### src/rtl/hb2_pkg.sv
// Hummingbird-2 WD16 building blocks shared by the keyed-permutation pipeline.
// The 16-bit word is split MSB-first into nibbles: S1 maps bits [15:12],
// S2 maps [11:8], S3 maps [7:4] and S4 maps [3:0].
// The inverse tables and inverse layers are used only when WD16_DECRYPT_EN is defined.
package hb2_pkg;

    localparam int WORD_W = 16;

    localparam logic [3:0] S1 [16] = '{4'h7, 4'hC, 4'hE, 4'h9, 4'h2, 4'h1, 4'h5, 4'hF,
                                       4'hB, 4'h6, 4'hD, 4'h0, 4'h4, 4'h8, 4'hA, 4'h3};
    localparam logic [3:0] S2 [16] = '{4'h4, 4'hA, 4'h1, 4'h6, 4'h8, 4'hF, 4'h7, 4'hC,
                                       4'h3, 4'h0, 4'hE, 4'hD, 4'h5, 4'h9, 4'hB, 4'h2};
    localparam logic [3:0] S3 [16] = '{4'h2, 4'hF, 4'hC, 4'h1, 4'h5, 4'h6, 4'hA, 4'hD,
                                       4'hE, 4'h8, 4'h3, 4'h4, 4'h0, 4'hB, 4'h9, 4'h7};
    localparam logic [3:0] S4 [16] = '{4'hF, 4'h4, 4'h5, 4'h8, 4'h9, 4'h7, 4'h2, 4'h1,
                                       4'hA, 4'h3, 4'h0, 4'hE, 4'h6, 4'hC, 4'hD, 4'hB};

    localparam logic [3:0] S1_INV [16] = '{4'hB, 4'h5, 4'h4, 4'hF, 4'hC, 4'h6, 4'h9, 4'h0,
                                           4'hD, 4'h3, 4'hE, 4'h8, 4'h1, 4'hA, 4'h2, 4'h7};
    localparam logic [3:0] S2_INV [16] = '{4'h9, 4'h2, 4'hF, 4'h8, 4'h0, 4'hC, 4'h3, 4'h6,
                                           4'h4, 4'hD, 4'h1, 4'hE, 4'h7, 4'hB, 4'hA, 4'h5};
    localparam logic [3:0] S3_INV [16] = '{4'hC, 4'h3, 4'h0, 4'hA, 4'hB, 4'h4, 4'h5, 4'hF,
                                           4'h9, 4'hE, 4'h6, 4'hD, 4'h2, 4'h7, 4'h8, 4'h1};
    localparam logic [3:0] S4_INV [16] = '{4'hA, 4'h7, 4'h6, 4'h9, 4'h1, 4'h2, 4'hC, 4'h5,
                                           4'h3, 4'h4, 4'h8, 4'hF, 4'hD, 4'hE, 4'hB, 4'h0};

    function automatic logic [WORD_W-1:0] rotl16(input logic [WORD_W-1:0] x, input int unsigned n);
        return (x << n) | (x >> (WORD_W - n));
    endfunction

    function automatic logic [WORD_W-1:0] sboxLayer(input logic [WORD_W-1:0] x);
        return {S1[x[15:12]], S2[x[11:8]], S3[x[7:4]], S4[x[3:0]]};
    endfunction

    function automatic logic [WORD_W-1:0] invSboxLayer(input logic [WORD_W-1:0] x);
        return {S1_INV[x[15:12]], S2_INV[x[11:8]], S3_INV[x[7:4]], S4_INV[x[3:0]]};
    endfunction

    function automatic logic [WORD_W-1:0] linLayer(input logic [WORD_W-1:0] x);
        return x ^ rotl16(x, 6) ^ rotl16(x, 10);
    endfunction

    // Inverse of 1 + x^6 + x^10 in GF(2)[x]/(x^16 + 1) is 1 + x^2 + x^4 + x^12 + x^14.
    function automatic logic [WORD_W-1:0] invLinLayer(input logic [WORD_W-1:0] x);
        return x ^ rotl16(x, 2) ^ rotl16(x, 4) ^ rotl16(x, 12) ^ rotl16(x, 14);
    endfunction

    function automatic logic [WORD_W-1:0] wdF(input logic [WORD_W-1:0] x);
        return linLayer(sboxLayer(x));
    endfunction

    function automatic logic [WORD_W-1:0] wdFInv(input logic [WORD_W-1:0] x);
        return invSboxLayer(invLinLayer(x));
    endfunction

endpackage

### src/rtl/wd16_pipe_if.sv
// Word/keys/tag bundle for the WD16 pipeline: valid/ready on the input
// and output sides plus the busy indicator.
interface wd16_pipe_if #(
    parameter int NUM_ROUNDS = 4,
    parameter int TAG_W      = 4
);
    logic                                     in_valid;
    logic                                     in_ready;
    logic [hb2_pkg::WORD_W-1:0]               in_data;
    logic [hb2_pkg::WORD_W*NUM_ROUNDS-1:0]    in_keys;
    logic [TAG_W-1:0]                         in_tag;
    logic                                     in_dec;
    logic                                     out_valid;
    logic                                     out_ready;
    logic [hb2_pkg::WORD_W-1:0]               out_data;
    logic [TAG_W-1:0]                         out_tag;
    logic                                     busy;

    modport slave (
        input  in_valid, in_data, in_keys, in_tag, in_dec, out_ready,
        output in_ready, out_valid, out_data, out_tag, busy
    );

    modport master (
        output in_valid, in_data, in_keys, in_tag, in_dec, out_ready,
        input  in_ready, out_valid, out_data, out_tag, busy
    );
endinterface

### src/rtl/wd16_pipe_round.sv
// One combinational WD16 round. Encrypt computes f(s ^ k); the inverse
// direction finv(s) ^ k exists only when WD16_DECRYPT_EN is defined.
module wd16_round
    import hb2_pkg::*;
(
    input  logic [WORD_W-1:0] s_i,
    input  logic [WORD_W-1:0] k_i,
    input  logic              dec_i,
    output logic [WORD_W-1:0] out_o
);

`ifdef WD16_DECRYPT_EN
    // Select forward or inverse round per word.
    always_comb begin
        out_o = wdF(s_i ^ k_i);
        if (dec_i) out_o = wdFInv(s_i) ^ k_i;
    end
`else
    logic unusedDec;
    assign unusedDec = dec_i;

    // Forward round only.
    always_comb begin
        out_o = wdF(s_i ^ k_i);
    end
`endif

endmodule

### src/rtl/wd16_pipe.sv
// Flow-controlled WD16 keyed permutation, one registered stage per round.
// Stage j registers the word entering round j together with the keys still
// needed (held in consumption order, so stage j keeps NUM_ROUNDS-j keys);
// the round logic sits behind each register and the last round drives out_data.
// Optional macro: WD16_DECRYPT_EN adds a per-word inverse (decrypt) mode.
module wd16_pipe
    import hb2_pkg::*;
#(
    parameter int NUM_ROUNDS = 4,
    parameter int TAG_W      = 4
) (
    input  logic        clk,
    input  logic        rst,
    wd16_pipe_if.slave  bus
);

    logic [NUM_ROUNDS-1:0] advance;
    logic [NUM_ROUNDS-1:0] stageValid;
    logic [WORD_W-1:0]     orderedKeys [NUM_ROUNDS];

    // A stage may load when it or any later stage has a hole, or the sink takes the output.
    always_comb begin
        for (int j = 0; j < NUM_ROUNDS; j++) begin
            advance[j] = bus.out_ready;
            for (int m = j; m < NUM_ROUNDS; m++) begin
                if (!stageValid[m]) advance[j] = 1'b1;
            end
        end
    end

    // Reorder incoming keys so entry i is the key consumed by round i in this word's direction.
    always_comb begin
        for (int i = 0; i < NUM_ROUNDS; i++) begin
            orderedKeys[i] = bus.in_keys[WORD_W*i +: WORD_W];
`ifdef WD16_DECRYPT_EN
            if (bus.in_dec) orderedKeys[i] = bus.in_keys[WORD_W*(NUM_ROUNDS-1-i) +: WORD_W];
`endif
        end
    end

`ifndef WD16_DECRYPT_EN
    logic unusedDec;
    assign unusedDec = bus.in_dec;
`endif

    for (genvar j = 0; j < NUM_ROUNDS; j++) begin : g_stage
        logic              validQ;
        logic [WORD_W-1:0] dataQ;
        logic [TAG_W-1:0]  tagQ;
        logic [WORD_W-1:0] keyQ    [NUM_ROUNDS-j];
        logic              srcValid;
        logic [WORD_W-1:0] srcData;
        logic [TAG_W-1:0]  srcTag;
        logic [WORD_W-1:0] srcKeys [NUM_ROUNDS-j];
        logic              stageDec;
        logic [WORD_W-1:0] roundOut;

        if (j == 0) begin : g_src
            assign srcValid = bus.in_valid;
            assign srcData  = bus.in_data;
            assign srcTag   = bus.in_tag;
            for (genvar m = 0; m < NUM_ROUNDS; m++) begin : g_key
                assign srcKeys[m] = orderedKeys[m];
            end
        end else begin : g_src
            assign srcValid = g_stage[j-1].validQ;
            assign srcData  = g_stage[j-1].roundOut;
            assign srcTag   = g_stage[j-1].tagQ;
            for (genvar m = 0; m < NUM_ROUNDS - j; m++) begin : g_key
                assign srcKeys[m] = g_stage[j-1].keyQ[m+1];
            end
        end

        // Stage register: move the upstream word in whenever this stage advances.
        always_ff @(posedge clk or posedge rst) begin
            if (rst) begin
                validQ <= 1'b0;
                dataQ  <= '0;
                tagQ   <= '0;
                for (int m = 0; m < NUM_ROUNDS - j; m++) keyQ[m] <= '0;
            end else if (advance[j]) begin
                validQ <= srcValid;
                if (srcValid) begin
                    dataQ <= srcData;
                    tagQ  <= srcTag;
                    for (int m = 0; m < NUM_ROUNDS - j; m++) keyQ[m] <= srcKeys[m];
                end
            end
        end

`ifdef WD16_DECRYPT_EN
        logic decQ;
        logic srcDec;

        if (j == 0) begin : g_dsrc
            assign srcDec = bus.in_dec;
        end else begin : g_dsrc
            assign srcDec = g_stage[j-1].decQ;
        end

        // Direction bit travels with its word.
        always_ff @(posedge clk or posedge rst) begin
            if (rst) begin
                decQ <= 1'b0;
            end else if (advance[j] && srcValid) begin
                decQ <= srcDec;
            end
        end

        assign stageDec = decQ;
`else
        assign stageDec = 1'b0;
`endif

        wd16_round uRound (
            .s_i   (dataQ),
            .k_i   (keyQ[0]),
            .dec_i (stageDec),
            .out_o (roundOut)
        );

        assign stageValid[j] = validQ;
    end

    assign bus.in_ready  = advance[0];
    assign bus.out_valid = g_stage[NUM_ROUNDS-1].validQ;
    assign bus.out_data  = g_stage[NUM_ROUNDS-1].roundOut;
    assign bus.out_tag   = g_stage[NUM_ROUNDS-1].tagQ;
    assign bus.busy      = |stageValid;

endmodule
### src/flat_wrapper.sv
// flat-port wrapper written by rule: the top's interface ports become plain ports
module wd16_pipe_flat import hb2_pkg::*;
#(
    parameter int NUM_ROUNDS = 4,
    parameter int TAG_W      = 4
)
  (clk, rst, bus_in_valid, bus_in_data, bus_in_keys, bus_in_tag, bus_in_dec, bus_out_ready, bus_in_ready, bus_out_valid, bus_out_data, bus_out_tag, bus_busy);
  wd16_pipe_if #(.NUM_ROUNDS(NUM_ROUNDS), .TAG_W(TAG_W)) bus_i ();
  input  logic clk;
  input  logic rst;
  input wire logic [$bits(bus_i.in_valid)-1:0] bus_in_valid;
  input wire logic [$bits(bus_i.in_data)-1:0] bus_in_data;
  input wire logic [$bits(bus_i.in_keys)-1:0] bus_in_keys;
  input wire logic [$bits(bus_i.in_tag)-1:0] bus_in_tag;
  input wire logic [$bits(bus_i.in_dec)-1:0] bus_in_dec;
  input wire logic [$bits(bus_i.out_ready)-1:0] bus_out_ready;
  output wire logic [$bits(bus_i.in_ready)-1:0] bus_in_ready;
  output wire logic [$bits(bus_i.out_valid)-1:0] bus_out_valid;
  output wire logic [$bits(bus_i.out_data)-1:0] bus_out_data;
  output wire logic [$bits(bus_i.out_tag)-1:0] bus_out_tag;
  output wire logic [$bits(bus_i.busy)-1:0] bus_busy;
  assign bus_i.in_valid = bus_in_valid;
  assign bus_i.in_data = bus_in_data;
  assign bus_i.in_keys = bus_in_keys;
  assign bus_i.in_tag = bus_in_tag;
  assign bus_i.in_dec = bus_in_dec;
  assign bus_i.out_ready = bus_out_ready;
  assign bus_in_ready = bus_i.in_ready;
  assign bus_out_valid = bus_i.out_valid;
  assign bus_out_data = bus_i.out_data;
  assign bus_out_tag = bus_i.out_tag;
  assign bus_busy = bus_i.busy;
  wd16_pipe #(.NUM_ROUNDS(NUM_ROUNDS), .TAG_W(TAG_W)) u_core (.clk(clk), .rst(rst), .bus(bus_i));
endmodule
### config.mk
export PLATFORM = sky130hd
export DESIGN_NAME = wd16_pipe_flat
export DESIGN_NICKNAME = d
export VERILOG_FILES = /design/src/rtl/hb2_pkg.sv /design/src/rtl/wd16_pipe_if.sv /design/src/rtl/wd16_pipe_round.sv /design/src/rtl/wd16_pipe.sv /design/src/flat_wrapper.sv
export SDC_FILE = /design/constraint.sdc
export NUM_CORES = 1
export LEC_CHECK = 0
export BUFFER_PORTS_ARGS = -buffer_cell sky130_fd_sc_hd__buf_4
export CAP_MARGIN = 20
export CORE_MARGIN = 2
export CORE_UTILIZATION = 49
export DETAILED_ROUTE_END_ITERATION = 10
export GPL_TIMING_DRIVEN = 0
export HOLD_SLACK_MARGIN = 0.1
export PLACE_DENSITY = 0.69
export SYNTH_ARGS = -nofsm -noshare
export SYNTH_HDL_FRONTEND = slang
export SYNTH_SLANG_ARGS = --single-unit
### constraint.sdc
create_clock -name clk -period 11.2 [get_ports clk]
set_input_delay 2.24 -clock clk [delete_from_list [all_inputs] [get_ports clk]]
set_output_delay 2.24 -clock clk [all_outputs]
set_load 0.02 [all_outputs]
; Word-level counts from Yosys, hierarchy flattened
; Memory sizes are Yosys's and may differ from the RTL's.
; Index checks and enable logic that the tools add are counted.
[classes]
magnitude_cmp = 16
mux = 42
bitwise = 36
n_reduce_logical = 5
[op_table]
columns = op, n
row1 = $xor 16x16->16, 12
row2 = $mux 4, 32
row3 = $ge 5x5->1 const B, 16
row4 = $not 4->5, 16
row5 = $or 16x10->16, 4
row6 = $or 16x6->16, 4
row7 = $mux 1, 10
row8 = $reduce_and 2->1, 4
row9 = $reduce_or 4->1, 1
[totals]
mem_count = 16
ff_bits = 244
out_inout_bits = 23
rom_bits = 1024
input_bits = 89
elab_cells = 137
[mem_list]
columns = memory, depth, width, read_ports, rd_ports_with_merged_regs, write_ports, line_no
row1 = (no name shown), 16, 4, 1, 0, 0, hb2_pkg.sv:32  ; return {S1[x[15:12]], S2[x[11:8]], S3[x[7:4]], S4[x[3:0]]};
row2 = (no name shown), 16, 4, 1, 0, 0, hb2_pkg.sv:32
row3 = (no name shown), 16, 4, 1, 0, 0, hb2_pkg.sv:32
row4 = (no name shown), 16, 4, 1, 0, 0, hb2_pkg.sv:32
row5 = (no name shown), 16, 4, 1, 0, 0, hb2_pkg.sv:32
row6 = (no name shown), 16, 4, 1, 0, 0, hb2_pkg.sv:32
row7 = +10 memories, n/a, n/a, n/a, n/a, n/a, n/a

; Logic depth before layout (Yosys ltp)
[depth]
word_depth = 8
ltp_mapped = 9
mapped_depth_nobuf = 9

; Modules after synthesis
; From an unflattened synthesis, not the netlist that was laid out.
[hier_totals]
cells_unflattened = 998
hier_area_um2 = 13925.9
[by_module_without_submodules]
columns = module, n_inst, cells_each, seq_area_each_um2, area_each_um2
row1 = wd16_pipe, 1, 524, 6105.9, 9076.2
row2 = wd16_round (u_core.g_stage[1].uRound ...), 3, 117, 0.0, 1223.7
row3 = wd16_round (u_core.g_stage[0].uRound), 1, 123, 0.0, 1178.6

; Worst setup path before layout
; No wires, ideal clock.
[synth_timing]
path_kind = input-to-output
start = input bus_out_ready
end = output bus_in_ready
arrival_ns = 2.586
n_path_buf = 0
slack_ns = 6.374
stages = 2
t_required_ns = 8.960
path_cell_list = nor2_1 > nand3_1
[synth_via]
elab_chain_cells = 4
[synth_lines]
columns = item, line_no
row1 = "start, declared", flat_wrapper.sv:16  ; input wire logic [$bits(bus_i.out_ready)-1:0] bus_out_ready;
row2 = $mux 1 (4 in a row), wd16_pipe.sv:26  ; if (!stageValid[m]) advance[j] = 1'b1;
row3 = "end, declared", flat_wrapper.sv:17  ; output wire logic [$bits(bus_i.in_ready)-1:0] bus_in_ready;
; No other way between the ends.

; Final worst setup path
[layout_timing]
start = register u_core.g_stage[3].keyQ[5] in the netlist's numbering
end = output bus_out_data[7]
[layout_via]
elab_chain_cells = 7
[layout_lines]
columns = item, line_no
row1 = "start, declared", wd16_pipe.sv:50  ; logic [WORD_W-1:0] keyQ [NUM_ROUNDS-j];
row2 = $xor 16x16->16, wd16_pipe_round.sv:24  ; out_o = wdF(s_i ^ k_i);
row3 = $not 4->5 (implied by the code), hb2_pkg.sv:32
row4 = $mem_v2 16x4, n/a
row5 = $mux 4 (implied by the code) (2 in a row), hb2_pkg.sv:32
row6 = $xor 16x16->16 (2 in a row), hb2_pkg.sv:40  ; return x ^ rotl16(x, 6) ^ rotl16(x, 10);
row7 = "end, declared", flat_wrapper.sv:19  ; output wire logic [$bits(bus_i.out_data)-1:0] bus_out_data;
; No other way between the ends. The select of a mux whose other input is x is not followed.

==> key figures <==
Outcome
  – Status: finished clean

Worst setup path
  – Crit Path Max Fanout: 6
  – CP max stage delay: 0.44 ns
  – Most common cell on crit path: xnor2_1
  – Crit start category: register
  – Setup Crit Path Kind: register to output pin
  – Slowest-stage cell, CP: xor2_1
  – CP Capture Type: output pin
  – Crit-path cells: xor2_1 -> ha_1 -> maj3_1 -> nand2_1 -> o31a_1 -> xnor2_1 -> xnor2_1 -> buf_4
  – Arr. time, crit path: 2.90 ns
  – WP data required: 8.96 ns

Clock tree
  – Post-CTS Setup Repair Bufs: 0
  – Sink Count: 244
  – Root Driver: clkbuf_16
  – H-tree Lvls: 1
  – CTS resizes: 0
  – CTS clk-pin slew, worst paths: 0.06 ns
  – Worst skew pair latency: 0.52 ns
  – CTS Buf Count: 27
  – TritonCTS clock tree: yes
  – Post-cts hold buffer count: 0
  – Clk buf depth: 3

Finish
  – Filler cells: 2273
  – Post-layout util: 58.2%
  – Nets: 1357
  – Share of cells above drive strength 1: 33.7%
  – Diode count: 0
  – Finished Cell Area: 15600 µm²
  – Commonest non-fill, non-tap cell in the layout: dfrtp_1
  – Area grow syn2layout: 16.7%
  – Area of the multi-input gates: 6900 µm²
  – Register area: 6110 µm²
  – Commonest non-fill, non-tap cells in the layout: 244 x dfrtp_1, 197 x mux2_2, 110 x buf_4

Die
  – Die Y: 169 µm
  – Die ar.: 28700 µm²
  – Core area: 26900 µm²
  – I/O pin total: 112
  – Die Wd: 169 µm
  – Starting Density: 49.9%
  – Placement Rows: 60

Detailed routing
  – DRT iter0 DRCs: 361
  – Drt drc: 0
  – Via/cell ratio: 5.17
  – Via count: 8065
  – Final WL: 24900 µm
  – Wl on met1: 10700 µm
  – Met3 WL: 866 µm
  – Pre-Repair DR Iteration Count: 4
  – Final ANT Viol Nets: 0
  – WL met2: 12700 µm
  – Top sig layer: met4
  – Routed len/inst: 16.0 µm

Placement
  – Routability cong.: 0.801
  – Area after DPL: 14700 µm²
  – IO Port Bufs: 110
  – Placed wire-length estimate: 18800 µm

Synth
  – Mux cell area share after synthesis: 23.9%
  – Synth cell types: 50
  – Syn avg cell area: 12.7 µm²
  – Mapped Cells: 1059
  – Post-synth EDFFs: 0
  – Main combinational cell family by area after synthesis: multiplexers
  – Adder-cell share of the synthesized area: 6.50%
  – Yosys reg bits: 244
  – Synth Area in Simple Gates: 3.17%
  – Synth Area in Compound Gates: 4.12%
  – Syn_nets: 1216
  – Post-Synth XOR/XNOR Area: 13.8%
  – Sequential area share after synthesis: 45.6%
  – Top_reg_cell synth: dfrtp_1
  – Synth warn: 0
  – Async set-reset flop share out of synthesis: 100%
  – Synthesized cell area: 13400 µm²

STA
  – Min cycle time layout: 5.14 ns
  – FMAX: 195 MHz
  – Final setup TNS: 0 ns
  – Max_slew headroom: 32.8%
  – Clock Skew: 0.0107 ns
  – # setup viols final: 0
  – Hold Fails Final Rpt: 0
  – Fin. max-slew vios: 0
  – RSZ-0062 raised after global routing: no
  – Fin crit share: 45.9%
  – Tightest Pin Transition: 1.01 ns

Hold path
  – Worst Hold Class: register to register

GRT
  – Global-route wire length before repair: 41600 µm
  – Number of global-route vias before repair: 8375
  – Congestion Overflow GR: 0
  – Initial antenna violation count: 0
  – GR Util All Layers: 18.0%
  – Largest net degree at the start of global routing: 109

Flow run
  – Total of max-cap violations: 0
critical path, delay by kind of cell, from the launching register on:
family | cells | cell delay (ns)
AO/OA/AOI/OAI | 1 | 0.20
XOR/XNOR | 3 | 0.80
adder cells (fa/ha/maj) | 2 | 0.75
buffers and inverters | 1 | 0.17
flip-flops | 1 | 0.39
AND/OR/NAND/NOR | 1 | 0.07
cell usage after synthesis, types with 11 or more instances:
cell | instances | area, µm²
clkbuf_1 | 19 | 71.3
dfrtp_1 | 244 | 6110
ha_1 | 68 | 851
inv_1 | 69 | 259
mux2_2 | 197 | 2220
mux2i_1 | 38 | 380
mux4_2 | 22 | 495
nand2_1 | 63 | 236
nor2_1 | 13 | 48.8
o21ai_0 | 47 | 235
o21ai_1 | 11 | 55.1
xnor2_1 | 108 | 946
xor2_1 | 72 | 631
sequential cells by signal, summed over array words and instances, names as in the netlist:
name	cells
u_core.g_stage.keyQ	144
u_core.g_stage.srcKeys	16
u_core.g_stage.tagQ	12
u_core.bus.out_valid	1
u_core.bus.out_tag	4
u_core.g_stage.validQ	3
u_core.g_stage.dataQ	64
worst paths after layout:
path	cells past startpoint	end	startpoint	slack, ns
worst max-delay path	8	bus_out_data[7]	u_core.g_stage[3].keyQ[5]$_DFFE_PP0P_	6.06
worst min-delay path	1	u_core.g_stage[0].tagQ[2]$_DFFE_PP0P_	u_core.g_stage[0].tagQ[2]$_DFFE_PP0P_	0.50
worst max register to register	7	u_core.g_stage[0].tagQ[3]$_DFFE_PP0P_	u_core.bus.out_valid$_DFFE_PP0N_	8.50
worst min register to register	1	u_core.g_stage[0].tagQ[2]$_DFFE_PP0P_	u_core.g_stage[0].tagQ[2]$_DFFE_PP0P_	0.50
max in group asynchronous	4	u_core.bus.out_tag[0]$_DFFE_PP0P_	rst	8.26
min in group asynchronous	2	u_core.g_stage[0].keyQ[18]$_DFFE_PP0P_	rst	1.70
stage by stage:
step,worst slack [ns],cells,hold slack (ns)
6_report,6.06,1560,0.499
5_1_grt,5.83,1560,0.513
2_1_floorplan,2.26,1059,0.469
3_3_place_gp,-0.433,1510,0.482
3_5_place_dp,6.17,1512,0.487
4_1_cts,6.03,1560,0.502
layer usage:
metal	GRT usage [%]	vias up
met5	0	-
met4	5.05	0
met3	2.54	43
met2	32.3	137
met1	22.9	3990
li1	-	3895
final cells by class:
cell class              count  share of cell area, %
plain buffers              31                  0.904
clock buffers              32                   4.63
clock inverters            16                   1.29
inverters                  69                   1.70
multi-input cells         715                   44.1
flip-flops and latches    244                   39.0
well taps                 341                   2.73
repair buffers            112                   5.63
cell families (layout without fill, tap and decap cells):
logic type | after synthesis | after routing
compound gates | 91 | 91
fa+ha+maj | 70 | 70
simple gates | 98 | 98
xor+xnor | 194 | 194
buf+inv | 100 | 260
mux | 262 | 262
flops | 244 | 244
Power is left out: the tool's default activity adds up to more than one toggle a clock period on the data nets, which glitch-free logic cannot reach.
